## src/rtl/mem_lsu_pkg.sv

```systemverilog
// Shared definitions for the MEM-stage load/store unit: op codes, FSM states,
// byte-lane selects and small op-decoding helpers.
package mem_lsu_pkg;

  localparam int unsigned MemOpBus = 4;

  typedef enum logic [MemOpBus-1:0] {
    MemOpNone = 4'd0,
    MemOpLb   = 4'd1,
    MemOpLbu  = 4'd2,
    MemOpLh   = 4'd3,
    MemOpLhu  = 4'd4,
    MemOpLw   = 4'd5,
    MemOpSb   = 4'd6,
    MemOpSh   = 4'd7,
    MemOpSw   = 4'd8
  } mem_op_e;

  typedef enum logic [1:0] {
    IDLE = 2'd0,
    BUSY = 2'd1,
    DONE = 2'd2
  } lsu_state_e;

  typedef enum logic [1:0] {
    SzNone = 2'd0,
    SzByte = 2'd1,
    SzHalf = 2'd2,
    SzWord = 2'd3
  } mem_size_e;

  // Big-endian lanes: byte 0 of a word lives in data[31:24].
  localparam logic [3:0] ByteSel0  = 4'b1000;
  localparam logic [3:0] HalfSel0  = 4'b1100;
  localparam logic [3:0] HalfSel1  = 4'b0011;
  localparam logic [3:0] WordSel   = 4'b1111;

  function automatic mem_size_e op_size(input mem_op_e op);
    case (op)
      MemOpLb, MemOpLbu, MemOpSb: return SzByte;
      MemOpLh, MemOpLhu, MemOpSh: return SzHalf;
      MemOpLw, MemOpSw:           return SzWord;
      default:                    return SzNone;
    endcase
  endfunction

  function automatic logic is_load(input mem_op_e op);
    return (op == MemOpLb) || (op == MemOpLbu) || (op == MemOpLh) ||
           (op == MemOpLhu) || (op == MemOpLw);
  endfunction

  function automatic logic is_store(input mem_op_e op);
    return (op == MemOpSb) || (op == MemOpSh) || (op == MemOpSw);
  endfunction

  function automatic logic is_misaligned(input mem_op_e op, input logic [1:0] addr_lo);
    case (op_size(op))
      SzHalf:  return addr_lo[0];
      SzWord:  return addr_lo != 2'b00;
      default: return 1'b0;
    endcase
  endfunction

endpackage

```

## src/rtl/mem_lsu_if.sv

```systemverilog
// Data-bus request/acknowledge interface between the LSU (master) and memory (slave).
interface mem_lsu_if;
  logic        bus_req;
  logic        bus_we;
  logic [31:0] bus_addr;
  logic [3:0]  bus_sel;
  logic [31:0] bus_wdata;
  logic        bus_ack;
  logic [31:0] bus_rdata;

  modport master (
    output bus_req, bus_we, bus_addr, bus_sel, bus_wdata,
    input  bus_ack, bus_rdata
  );

  modport slave (
    input  bus_req, bus_we, bus_addr, bus_sel, bus_wdata,
    output bus_ack, bus_rdata
  );
endinterface

```

## src/rtl/mem_fmt.sv

```systemverilog
// Combinational formatter: load lane extract/extend and store lane select/replication.
module mem_fmt
  import mem_lsu_pkg::*;
(
  input  mem_op_e     i_op,
  input  logic [1:0]  i_addr_lo,
  input  logic [31:0] i_rdata,
  input  logic [31:0] i_sdata,
  output logic [31:0] o_ld_data,
  output logic [3:0]  o_sel,
  output logic [31:0] o_st_wdata
);

  logic [7:0]  w_byte;
  logic [15:0] w_half;

  // NOTE: every output of a combinational block gets a default first, so no
  // path through the case statements can leave it unassigned and infer a latch.
  always_comb begin
    w_byte     = 8'h00;
    w_half     = 16'h0000;
    o_ld_data  = 32'h0;
    o_sel      = 4'b0000;
    o_st_wdata = 32'h0;

    case (i_addr_lo)
      2'b00:   w_byte = i_rdata[31:24];
      2'b01:   w_byte = i_rdata[23:16];
      2'b10:   w_byte = i_rdata[15:8];
      default: w_byte = i_rdata[7:0];
    endcase
    w_half = i_addr_lo[1] ? i_rdata[15:0] : i_rdata[31:16];

    case (i_op)
      MemOpLb:  o_ld_data = {{24{w_byte[7]}}, w_byte};
      MemOpLbu: o_ld_data = {24'h0, w_byte};
      MemOpLh:  o_ld_data = {{16{w_half[15]}}, w_half};
      MemOpLhu: o_ld_data = {16'h0, w_half};
      MemOpLw:  o_ld_data = i_rdata;
      default:  o_ld_data = 32'h0;
    endcase

    case (op_size(i_op))
      SzByte: begin
        o_sel      = ByteSel0 >> i_addr_lo;
        o_st_wdata = {4{i_sdata[7:0]}};
      end
      SzHalf: begin
        o_sel      = i_addr_lo[1] ? HalfSel1 : HalfSel0;
        o_st_wdata = {2{i_sdata[15:0]}};
      end
      SzWord: begin
        o_sel      = WordSel;
        o_st_wdata = i_sdata;
      end
      default: ;
    endcase
  end

endmodule

```

## src/rtl/mem_lsu.sv

```systemverilog
// MEM-stage load/store unit: passes ALU results through, runs req/ack bus
// transactions for loads/stores and stalls the pipeline until they finish.
module mem_lsu
  import mem_lsu_pkg::*;
#(
  parameter int unsigned TIMEOUT_CYCLES = 255
) (
  input  logic        clk,
  input  logic        rst,
  input  logic [4:0]  mem_wd,
  input  logic        mem_wreg,
  input  logic [31:0] mem_wdata,
  input  logic [3:0]  mem_op,
  input  logic [31:0] mem_addr,
  input  logic [31:0] mem_sdata,
  output logic [4:0]  wb_wd,
  output logic        wb_wreg,
  output logic [31:0] wb_wdata,
  output logic        stallreq,
  output logic        misalign,
  output logic        bus_err,
  mem_lsu_if.master   bus
);

  localparam int unsigned CNT_W = (TIMEOUT_CYCLES > 1) ? $clog2(TIMEOUT_CYCLES) : 1;

  lsu_state_e       r_state;
  logic [CNT_W-1:0] r_cnt;
  logic             r_err;
  logic [31:0]      r_rdata;
  logic             r_bus_req;
  logic             r_bus_we;
  logic [31:0]      r_bus_addr;
  logic [3:0]       r_bus_sel;
  logic [31:0]      r_bus_wdata;

  mem_op_e     w_op;
  logic        w_is_load;
  logic        w_is_store;
  logic        w_is_mem;
  logic        w_misaligned;
  logic        w_issue;
  logic        w_timeout;
  logic [31:0] w_ld_data;
  logic [3:0]  w_sel;
  logic [31:0] w_st_wdata;

  assign w_op         = mem_op_e'(mem_op);
  assign w_is_load    = is_load(w_op);
  assign w_is_store   = is_store(w_op);
  assign w_is_mem     = w_is_load || w_is_store;
  assign w_misaligned = w_is_mem && is_misaligned(w_op, mem_addr[1:0]);
  assign w_issue      = w_is_mem && !w_misaligned;
  assign w_timeout    = (TIMEOUT_CYCLES != 0) && (r_cnt == CNT_W'(TIMEOUT_CYCLES - 1));

  mem_fmt u_fmt (
    .i_op       (w_op),
    .i_addr_lo  (mem_addr[1:0]),
    .i_rdata    (bus.bus_rdata),
    .i_sdata    (mem_sdata),
    .o_ld_data  (w_ld_data),
    .o_sel      (w_sel),
    .o_st_wdata (w_st_wdata)
  );

  // NOTE: sequential state uses non-blocking assignments so every register
  // samples pre-edge values regardless of statement order.
  always_ff @(posedge clk or negedge rst) begin
    if (!rst) begin
      r_state     <= IDLE;
      r_cnt       <= '0;
      r_err       <= 1'b0;
      r_rdata     <= 32'h0;
      r_bus_req   <= 1'b0;
      r_bus_we    <= 1'b0;
      r_bus_addr  <= 32'h0;
      r_bus_sel   <= 4'b0000;
      r_bus_wdata <= 32'h0;
    end else begin
      case (r_state)
        IDLE: begin
          if (w_issue) begin
            r_bus_req   <= 1'b1;
            r_bus_we    <= w_is_store;
            r_bus_addr  <= {mem_addr[31:2], 2'b00};
            r_bus_sel   <= w_sel;
            r_bus_wdata <= w_is_store ? w_st_wdata : 32'h0;
            r_cnt       <= '0;
            r_err       <= 1'b0;
            r_state     <= BUSY;
          end
        end
        BUSY: begin
          if (bus.bus_ack) begin
            r_bus_req <= 1'b0;
            if (w_is_load) r_rdata <= w_ld_data;
            r_state   <= DONE;
          end else if (w_timeout) begin
            r_bus_req <= 1'b0;
            r_err     <= 1'b1;
            r_state   <= DONE;
          end else begin
            r_cnt <= r_cnt + CNT_W'(1);
          end
        end
        DONE:    r_state <= IDLE;
        default: r_state <= IDLE;
      endcase
    end
  end

  // Stalled cycles present a bubble (wb_wreg=0) to MEM/WB.
  always_comb begin
    wb_wd    = mem_wd;
    wb_wreg  = 1'b0;
    wb_wdata = 32'h0;
    stallreq = 1'b0;
    misalign = 1'b0;
    bus_err  = 1'b0;
    case (r_state)
      IDLE: begin
        if (!w_is_mem) begin
          wb_wreg  = mem_wreg;
          wb_wdata = mem_wdata;
        end else if (w_misaligned) begin
          misalign = 1'b1;
        end else begin
          stallreq = 1'b1;
        end
      end
      BUSY: stallreq = 1'b1;
      DONE: begin
        if (r_err) begin
          bus_err = 1'b1;
        end else if (w_is_load) begin
          wb_wreg  = mem_wreg;
          wb_wdata = r_rdata;
        end
      end
      default: ;
    endcase
  end

  assign bus.bus_req   = r_bus_req;
  assign bus.bus_we    = r_bus_we;
  assign bus.bus_addr  = r_bus_addr;
  assign bus.bus_sel   = r_bus_sel;
  assign bus.bus_wdata = r_bus_wdata;

endmodule

```

## src/flat_wrapper.sv

```systemverilog
// flat-port wrapper written by rule: the top's interface ports become plain ports
module mem_lsu_flat import mem_lsu_pkg::*;
#(
  parameter int unsigned TIMEOUT_CYCLES = 255
)
  (clk, rst, mem_wd, mem_wreg, mem_wdata, mem_op, mem_addr, mem_sdata, wb_wd, wb_wreg, wb_wdata, stallreq, misalign, bus_err, bus_bus_req, bus_bus_we, bus_bus_addr, bus_bus_sel, bus_bus_wdata, bus_bus_ack, bus_bus_rdata);
  mem_lsu_if bus_i ();
  input  logic clk;
  input  logic rst;
  input  logic [4:0] mem_wd;
  input  logic mem_wreg;
  input  logic [31:0] mem_wdata;
  input  logic [3:0] mem_op;
  input  logic [31:0] mem_addr;
  input  logic [31:0] mem_sdata;
  output logic [4:0] wb_wd;
  output logic wb_wreg;
  output logic [31:0] wb_wdata;
  output logic stallreq;
  output logic misalign;
  output logic bus_err;
  output wire logic [$bits(bus_i.bus_req)-1:0] bus_bus_req;
  output wire logic [$bits(bus_i.bus_we)-1:0] bus_bus_we;
  output wire logic [$bits(bus_i.bus_addr)-1:0] bus_bus_addr;
  output wire logic [$bits(bus_i.bus_sel)-1:0] bus_bus_sel;
  output wire logic [$bits(bus_i.bus_wdata)-1:0] bus_bus_wdata;
  input wire logic [$bits(bus_i.bus_ack)-1:0] bus_bus_ack;
  input wire logic [$bits(bus_i.bus_rdata)-1:0] bus_bus_rdata;
  assign bus_bus_req = bus_i.bus_req;
  assign bus_bus_we = bus_i.bus_we;
  assign bus_bus_addr = bus_i.bus_addr;
  assign bus_bus_sel = bus_i.bus_sel;
  assign bus_bus_wdata = bus_i.bus_wdata;
  assign bus_i.bus_ack = bus_bus_ack;
  assign bus_i.bus_rdata = bus_bus_rdata;
  mem_lsu #(.TIMEOUT_CYCLES(TIMEOUT_CYCLES)) u_core (.clk(clk), .rst(rst), .mem_wd(mem_wd), .mem_wreg(mem_wreg), .mem_wdata(mem_wdata), .mem_op(mem_op), .mem_addr(mem_addr), .mem_sdata(mem_sdata), .wb_wd(wb_wd), .wb_wreg(wb_wreg), .wb_wdata(wb_wdata), .stallreq(stallreq), .misalign(misalign), .bus_err(bus_err), .bus(bus_i));
endmodule
```

## config.mk

```make
export PLATFORM = sky130hd
export DESIGN_NAME = mem_lsu_flat
export DESIGN_NICKNAME = d
export VERILOG_FILES = /design/src/rtl/mem_lsu_pkg.sv /design/src/rtl/mem_lsu_if.sv /design/src/rtl/mem_fmt.sv /design/src/rtl/mem_lsu.sv /design/src/flat_wrapper.sv
export SDC_FILE = /design/constraint.sdc
export NUM_CORES = 1
export LEC_CHECK = 0
export ABC_CLOCK_PERIOD_IN_PS = 2300
export BUFFER_PORTS_ARGS = -buffer_cell sky130_fd_sc_hd__buf_2
export CORE_ASPECT_RATIO = 0.7
export CORE_UTILIZATION = 49
export CTS_CLUSTER_SIZE = 30
export DETAILED_ROUTE_END_ITERATION = 7
export PLACE_DENSITY = 0.82
export SLEW_MARGIN = 10
export SYNTH_ARGS = -nofsm -noshare
export SYNTH_HDL_FRONTEND = slang
export SYNTH_HIERARCHICAL = 1
export SYNTH_SLANG_ARGS = --single-unit
```

## constraint.sdc

```tcl
create_clock -name clk -period 2.3 [get_ports clk]
set_clock_uncertainty 0.2 [all_clocks]
set_input_delay 0.345 -clock clk [delete_from_list [all_inputs] [get_ports clk]]
set_output_delay 0.345 -clock clk [all_outputs]
set_load 0.02 [all_outputs]
```

# ---- Word-level counts from Yosys, hierarchy flattened
# Memory sizes are Yosys's and may differ from the RTL's.
# Cells that the tools add are included.
# W data, S select, Z words.
dict set report word_totals {
  rom_bits 64
  register_bits 111
  ramBits 0
  out_inout_bits 111
  in_bits 141
  memories 2
  latchBits 0
}
dict set report op_classes {
  n_mul 0
  bitwise_logic 0
  n_mux 40
  reduce_logical 20
  div 0
  n_shift 1
  add_sub_neg 1
  magnitude_cmp 0
  eq_ne 23
}
# memory words width rd rd_clocked_by_memory_dff write_ports line
set mem_list {}
lappend mem_list {{(no name shown)} 16 2 1 0 0 mem_lsu_pkg.sv:39} ;# case (op)
lappend mem_list {{(no name shown)} 16 2 1 0 0 mem_lsu_pkg.sv:39}
# cell count
set ops {}
lappend ops {{$pmux W32 S5} 1}
lappend ops {{$mux W32} 4}
lappend ops {{$pmux W32 S3} 1}
lappend ops {{$pmux W32 S2} 1}
lappend ops {{$mux W8} 3}
lappend ops {{$pmux W8 S3} 1}
lappend ops {{$eq A4 B3 Y1 const B} 4}
lappend ops {{$mux W1} 16}
lappend ops {{$mux W16} 1}
lappend ops {{$pmux W8 S2} 1}
lappend ops {{$eq A2 B2 Y1 const B} 6}
lappend ops {{$pmux W4 S3} 1}
lappend ops {{$pmux W1 S2} 5}
lappend ops {{$add A8 B1 Y8 const B} 1}
lappend ops {{$eq A4 B2 Y1 const B} 2}
lappend ops {{$eq A8 B8 Y1 const B} 1}
lappend ops {{$reduce_and A4 Y1} 2}
lappend ops {{$logic_or A1 B1 Y1} 7}
lappend ops {{$eq A2 B1 Y1 const B} 3}
lappend ops {{$mux W2} 3}
lappend ops {{$reduce_and A3 Y1} 2}
lappend ops {{$eq A4 B1 Y1 const B} 1}
lappend ops {{$eq A4 B4 Y1 const B} 1}
lappend ops {{$logic_not A2 Y1} 2}
lappend ops {{other kinds (10)} 15}

# ---- Logic depth before layout (Yosys ltp)
# Gate-level depths: netlist of run 1.
dict set report logic_depth {
  ltp_word 11
  depth_mapped 9
}

# ---- Cells and area by module
# Netlist of run 1, hierarchy kept.
# mod n_inst area_per_inst_um2 cells_per_inst
set modules_own_cells {}
lappend modules_own_cells {mem_lsu 1 4895.9 356}
lappend modules_own_cells {mem_fmt 1 1233.7 175}

# ---- Least setup slack after synthesis of run 1
# OpenSTA, ideal clock, no wires.
dict set report synth_timing {
  path_kind {input -> output}
  start {input port mem_op[1]}
  end {output port stallreq}
  setup_slack_ps -64
  path_buffers 2
  cell_stages 8
  required_time_ps 1755
  arrival_time_ps 1819
  cell_sequence {inv_1 > ha_1 > or3_1 > a32oi_2 > a21o_1 > buf_2 > buf_6 > o21ai_0}
}
dict set report synth_via {
  elab_chain_cells 10
}
# item line
set synth_lines {}
lappend synth_lines {{start, declared} flat_wrapper.sv:13} ;# input logic [3:0] mem_op;
lappend synth_lines {{parallel branches: the longest is 8 deep, another holds $mem_v2 Z16 W2} --}
lappend synth_lines {{$mux W1 *} mem_lsu.sv:122} ;# if (!w_is_mem) begin
lappend synth_lines {{$pmux W1 S2 *} mem_lsu.sv:120} ;# case (r_state)
lappend synth_lines {{end, declared} flat_wrapper.sv:19} ;# output logic stallreq;
# Every way passes the cells marked *.

# ---- Worst setup path after layout of run 1
dict set report layout_timing {
  start {input port mem_op[0]}
  end {output port wb_wdata[10]}
}
dict set report layout_via {
  elab_chain_cells 8
}
# item line
set layout_lines {}
lappend layout_lines {{$eq A4 B1 Y1 / $eq A4 B2 Y1 (equally long branches)} mem_lsu_pkg.sv:48} ;# return (op == MemOpLb) || (op == MemOpLbu) || (op == MemOpLh) ||
lappend layout_lines {{$logic_or A1 B1 Y1 (3 in a row)} mem_lsu_pkg.sv:48}
lappend layout_lines {{$logic_or A1 B1 Y1} mem_lsu_pkg.sv:49} ;# (op == MemOpLhu) || (op == MemOpLw);
lappend layout_lines {{$mux W32 / $logic_or A1 B1 Y1 (equally long branches)} {mem_lsu.sv:135, mem_lsu.sv:51}}
lappend layout_lines {{$mux W32 (on tied branches)} {mem_lsu.sv:133, mem_lsu.sv:122}}
lappend layout_lines {{$pmux W32 S2 *} mem_lsu.sv:120}
lappend layout_lines {{end, declared} flat_wrapper.sv:18} ;# output logic [31:0] wb_wdata;
# Mark *: on every way between the ends. The rest lies on a longest branch, timed or not.

==> results of run 1 <==
==> what timing repair did <==
action	CTS	global route
cloned	2	4
pin swaps	19	9
endpoints found under the hold margin	87	0
setup endpoints to repair	74	80
resized for setup	82	18
hold buffers	6	0
buffers inserted	5	2
==> layout make-up <==
cell class                 instances  area, um2
sequential                       111       2780
multi-input combinational        371       3150
clock inverter                     6       85.1
tap                              157        196
timing repair buffer             301       2080
fill                             840       3380
inverter                          10       40.0
clock buffer                      10        229
==> power by group through the flow <==
stage	combinational, mW	clock [mW]	sequential (mW)
finish	4.04	1.62	3.07
detailed placement	3.55	0	3.08
CTS	4.04	1.66	3.06
global placement	3.43	0	3.05
floorplan	1.71	0	3.60
global route	4.28	1.74	3.15
==> stage by stage <==
| step | utilization, % | instances |
|---|---|---|
| floorplan | - | 532 |
| CTS | 70.8 | 962 |
| global placement | 64.4 | 933 |
| global route | 71.7 | 966 |
| finish | 71.7 | 966 |
| detailed placement | 64.4 | 933 |
==> synth_stat cells, drive strengths merged (2+ instances only) <==
master / number / area (um2)
nor3: 5 / 30.0
mux2: 67 / 754
dfrtp: 111 / 2780
nand3: 11 / 67.6
nand2b: 4 / 25.0
nor2b: 10 / 62.6
a22o: 72 / 631
buf: 35 / 255
and2: 4 / 25.0
a21oi: 4 / 35.0
o21a: 5 / 37.5
nand2: 64 / 240
o22ai: 2 / 12.5
nand3b: 2 / 27.5
clkbuf: 5 / 18.8
mux4: 8 / 206
mux2i: 12 / 120
o21ai: 16 / 95.1
and3: 4 / 25.0
a21o: 20 / 159
nor2: 15 / 56.3
a22oi: 8 / 60.1
o21bai: 4 / 30.0
inv: 10 / 37.5
ha: 10 / 125
and4: 2 / 17.5
xor2: 5 / 43.8
==> cells by family (layout without fill, tap and decap cells) <==
family | Yosys count | after routing
AO/OA/AOI/OAI | 140 | 140
XOR/XNOR | 5 | 5
adder cells (fa/ha/maj) | 10 | 10
buffers and inverters | 50 | 327
flip-flops | 111 | 111
multiplexers | 87 | 87
other | 1 | 2
AND/OR/NAND/NOR | 127 | 127
==> worst max-delay path by stage <==
stage | start | endpoint | slack, ps | cells past startpoint
floorplan | mem_op[1] | wb_wreg | -30 | 8
global placement | mem_op[0] | u_core/bus.bus_addr[9]$_DFFE_PN0P_ | -340 | 7
detailed placement | mem_op[1] | u_core/bus.bus_sel[0]$_DFFE_PN0P_ | -480 | 7
CTS | mem_op[0] | wb_wdata[1] | -200 | 10
global route | mem_op[0] | wb_wdata[10] | -240 | 10
finish | mem_op[0] | wb_wdata[10] | -210 | 10
==> per-layer routing <==
metal | part of all wire [%] | track usage (%)
met4 | 2.1 | 7.77
met3 | 7.2 | 5.58
met2 | 48 | 45.6
met1 | 43 | 35.7
met5 | 0 | 0
==> worst max-delay path, delay by kind of cell <==
kind            cells  cell delay (ps)
compound gates      1              170
buf+inv             5              580
fa+ha+maj           1              150
simple gates        3              710
==> flip-flops by register name (all words and copies together) (netlist names) <==
register / cells
u_core/bus.bus_sel: 4
u_core/r_cnt: 8
u_core/bus.bus_req: 1
u_core/bus.bus_addr: 30
u_core/bus.bus_wdata: 32
u_core/r_rdata: 32
u_core/bus.bus_we: 1
u_core/r_state: 2
u_core/r_err: 1
==> reports/metrics.yaml, run 1 <==
run_status:
  run_status: "finished, violations left"
  violations: "setup timing"
synth:
  synth_adder_area_share_pct: 2.04
  synth_flop_cell: "dfrtp_1"
  synth_edf_count: 0
  synth_top_family_by_area: "compound AO/OA/AOI/OAI gates"
  mappedNetlistArea_mm2: 0.00613
  synth-seq-area-share_pct: 45.3
  yosysWarnings: 6
  ys_types: 57
  synth_simple_gate_area_share_pct: 10.2
  syn_area_per_cell_um2: 11.5
  synthMuxAreaShare_pct: 17.6
  async_flop_share_pct: 100
  ys_ff_latch: 111
  synth_compound_area_share_pct: 19.0
  synthCells: 531
  synthXorXnorAreaFrac_pct: 0.714
drt:
  wl_per_cell_um: 18.9
  routed_wl_mm: 18.3
  drtIter0Drc: 343
  dr.pass1.iters: 5
  vias_per_cell: 5.70
  drc: 0
  antenna_left: 0
  via_count: 5507
sta:
  finalSetupViolCount: 73
  whs_ps: 12.7
  timing.final.crit_share_pct: 109
  worst_slack_ps: -208
  drv_slew: 0
  clock.fmax_mhz: 399
  finalSetupTns_ps: -8280
  hold_violations: 0
  relSlewSlack_pct: 20.4
  rsz0062_at_grt: "yes"
  worstMarginPinSlew_ps: 1190
  min_period_ps: 2510
worst_setup_path:
  reg2reg_depth: 4
  crit_type: "primary input to output port"
  cpMaxStageDelayCell: "or3_4"
  crit_chain: "buf_8 > buf_6 > ha_4 > or3_4 > nand2b_1 > and3_4 > buf_12 > buf_12 > a22o_1 > buf_6"
  cp-end-kind: "output port"
  cp_max_fo: 8
  reg2reg_from: "u_core/r_state[1]$_DFFE_PN0P_"
  r2r-end: "u_core/bus.bus_sel[0]$_DFFE_PN0P_"
  rrSetupSlack_ps: -110
  crit_arrival_ps: 1960
  max_stage_delay_ps: 390
  required_ps: 1750
  critPathLaunchType: "primary input"
power:
  fin_total_pwr_mw: 8.73
  p_leak_nw: 4.51
  vdd_drop_max_uv: 721
  p_clk_share_pct: 18.6
  combPwrFrac_pct: 46.3
  p_seq_share_pct: 35.1
  p_switching_mw: 3.31
  swShare_pct: 38.0
  p_int_mw: 5.41
  p_per_area_mw_per_mm2: 1020
floorplanning:
  die_h_um: 95.6
  core_mm2: 0.0119
  start_util_pct: 51.4
  die_x_um: 136
  pin_count: 252
  rows: 33
  die_area_mm2: 0.0130
cts:
  cts_max_path_buffers: 2
  cts_sinks: 111
  cts_buffers: 9
  cts_tree: "done"
  clock_latency_ps: 350
  h-tree-depth: 3
  clockRootBuffer: "clkbuf_16"
  path_clk_slew_ps: 80
placed_design:
  io_buffers: 239
  place_ws_ps: -478
  gp_congestion: 0.942
  placed_cell_area_mm2: 0.00769
  place_hpwl_mm: 12.8
final_layout:
  design_area_mm2: 0.00855
  drive_gt1_share_pct: 48.0
  fin_nets: 955
  antenna_cells: 0
  mostFrequentLayoutCells: "203 x buf_2, 111 x dfrtp_1, 71 x a22o_1"
  syn2layout_area_growth_pct: 39.6
  layout_commonest_cell: "buf_2"
grt:
  grt_start_max_net_pins: 48
  globalRouteOverflowTotal: 0
  antenna_found_initial: 0
  grt_pass1_vias: 5347
  grt_pass1_wl_mm: 27.1
  grtUsageTotal_pct: 27.2
worst_hold_path:
  worstHoldStart: "mem_addr[7]"
  hold_end: "u_core/bus.bus_addr[7]$_DFFE_PN0P_"
  holdCritPathClass: "primary input to register"
  holdPathStages: 2
run:
  drv_cap: 0
Power figures use the tool's default switching activity.
==> inputs of run 2 (changes only) <==
--- a/config.mk
+++ b/config.mk
@@ -11,6 +11,7 @@
 export CORE_UTILIZATION = 49
 export CTS_CLUSTER_SIZE = 30
 export DETAILED_ROUTE_END_ITERATION = 7
+export MAX_ROUTING_LAYER = met4
 export PLACE_DENSITY = 0.82
 export SLEW_MARGIN = 10
 export SYNTH_ARGS = -nofsm -noshare
==> reports/metrics.yaml, run 2 (same netlist as run 1, synthesis figures left out) <==
sta:
  relSlewSlack_pct: 26.4
  rsz0062_at_grt: "yes"
  hold_violations: 0
  worst_slack_ps: -222
  finalSetupViolCount: 55
  clock.fmax_mhz: 396
  drv_slew: 0
  min_period_ps: 2520
  timing.final.crit_share_pct: 110
  worstMarginPinSlew_ps: 1100
  whs_ps: 16.6
final_layout:
  n_fill_cell: 853
  antenna_cells: 0
  mostFrequentLayoutCells: "201 x buf_2, 111 x dfrtp_1, 72 x a22o_1"
  design_area_mm2: 0.00866
  fin_nets: 960
  layout_commonest_cell: "buf_2"
  finalNonFillerCells: 970
  drive_gt1_share_pct: 48.1
  final_util_pct: 72.6
  syn2layout_area_growth_pct: 41.3
grt:
  antenna_found_initial: 0
  grtUsageTotal_pct: 28.3
  grt_start_max_net_pins: 56
  globalRouteOverflowTotal: 0
  grt_pass1_vias: 5270
  grt_pass1_wl_mm: 27.2
floorplanning:
  rows: 33
  die_x_um: 136
  core_mm2: 0.0119
  start_util_pct: 51.4
  die_h_um: 95.6
  die_area_mm2: 0.0130
  pin_count: 252
worst_setup_path:
  rrSetupSlack_ps: -30
  required_ps: 1750
  critPathLaunchType: "primary input"
  cp-end-kind: "output port"
  cp_max_fo: 3
  crit_type: "primary input to output port"
  crit_arrival_ps: 1980
power:
  p_per_area_mw_per_mm2: 1030
  p_leak_nw: 4.55
  p_clk_share_pct: 17.1
  p_switching_mw: 3.43
  p_seq_share_pct: 34.6
  p_int_mw: 5.47
  swShare_pct: 38.6
  vdd_drop_max_uv: 694
  combPwrFrac_pct: 48.3
drt:
  vias_per_cell: 5.79
  routed_wl_mm: 19.1
  wl_per_cell_um: 19.6
  drtIter0Drc: 376
  drc: 0
  via_count: 5617
  dr.pass1.iters: 5
  antenna_left: 0
placed_design:
  placed_cell_area_mm2: 0.00766
  place_ws_ps: -480
  placed_cells: 930
  gp_congestion: 0.951
  place_hpwl_mm: 12.7
  io_buffers: 239
run_status:
  violations: "setup timing"
  run_status: "finished, violations left"
cts:
  cts_sinks: 111
  clockRootBuffer: "clkbuf_16"
  clock_latency_ps: 340
  cts_buffers: 9
  cts_tree: "done"
  h-tree-depth: 3
  cts_max_path_buffers: 2
  path_clk_slew_ps: 70
run:
  drv_cap: 0
worst_hold_path:
  holdCritPathClass: "primary input to register"
## run 2: worst paths after layout
path / start / end / cells after the start
worst max register to register: u_core/r_state[1]$_DFFE_PN0P_ / u_core/bus.bus_addr[7]$_DFFE_PN0P_ / 4
worst max-delay path: mem_op[0] / stallreq / 9
worst min register to register: u_core/bus.bus_addr[27]$_DFFE_PN0P_ / u_core/bus.bus_addr[27]$_DFFE_PN0P_ / 1
worst min-delay path: mem_addr[16] / u_core/bus.bus_addr[16]$_DFFE_PN0P_ / 2
min in group asynchronous: rst / u_core/bus.bus_addr[16]$_DFFE_PN0P_ / 2
max in group asynchronous: rst / u_core/r_rdata[21]$_DFFE_PN0P_ / 3
## run 2: what timing repair did
action | 4_1_cts | 5_1_grt
setup endpoints to repair | 70 | 80
gates cloned | 3 | 6
buffers inserted | 8 | 3
hold buffers | 6 | 1
endpoints found under the hold margin | 39 | 1
resized for setup | 88 | 21
pin swaps | 28 | 10
## run 2: power by group through the flow
stage          Combinational (mW)  Clock [mW]  Sequential (mW)
6_report                     4.30        1.52             3.08
5_1_grt                      4.54        1.65             3.16
4_1_cts                      4.11        1.57             3.07
3_5_place_dp                 3.54           0             3.09
3_3_place_gp                 3.43           0             3.05
2_1_floorplan                1.71           0             3.60
## run 2: worst max-delay path: stages
cell and delay [ps]:
buf_8 100, ha_1 250, or3_4 400, buf_4 150, a32oi_4 250, buf_6 150, a21o_1 110, o21ai_2 80
buf_6 130
## run 2: final cells by class
type                    instances  area [um2]  share of cell area [%]
flip-flops and latches        111        2780                    32.1
well taps                     157         196                    2.27
clock inverters                 6        63.8                   0.737
inverters                      10        40.0                   0.462
multi-input cells             372        3170                    36.6
clock buffers                   9         225                    2.60
repair buffers                305        2190                    25.3
## run 2: per-stage QoR
stage,setup TNS (ps),power (mW)
2_1_floorplan,-849,5.32
3_3_place_gp,-25350,6.48
3_5_place_dp,-34380,6.62
4_1_cts,-10350,8.76
5_1_grt,-10980,9.35
6_report,-7380,8.90
## run 2: metal layers
| metal | part of all wire, % | up-vias | track usage (%) |
|---|---|---|---|
| met3 | 8.2 | 37 | 5.74 |
| met1 | 42 | 2759 | 37.0 |
| met4 | 1.8 | 0 | 8.80 |
| li1 | - | 2517 | - |
| met5 | 0 | - | - |
| met2 | 48 | 304 | 44.2 |
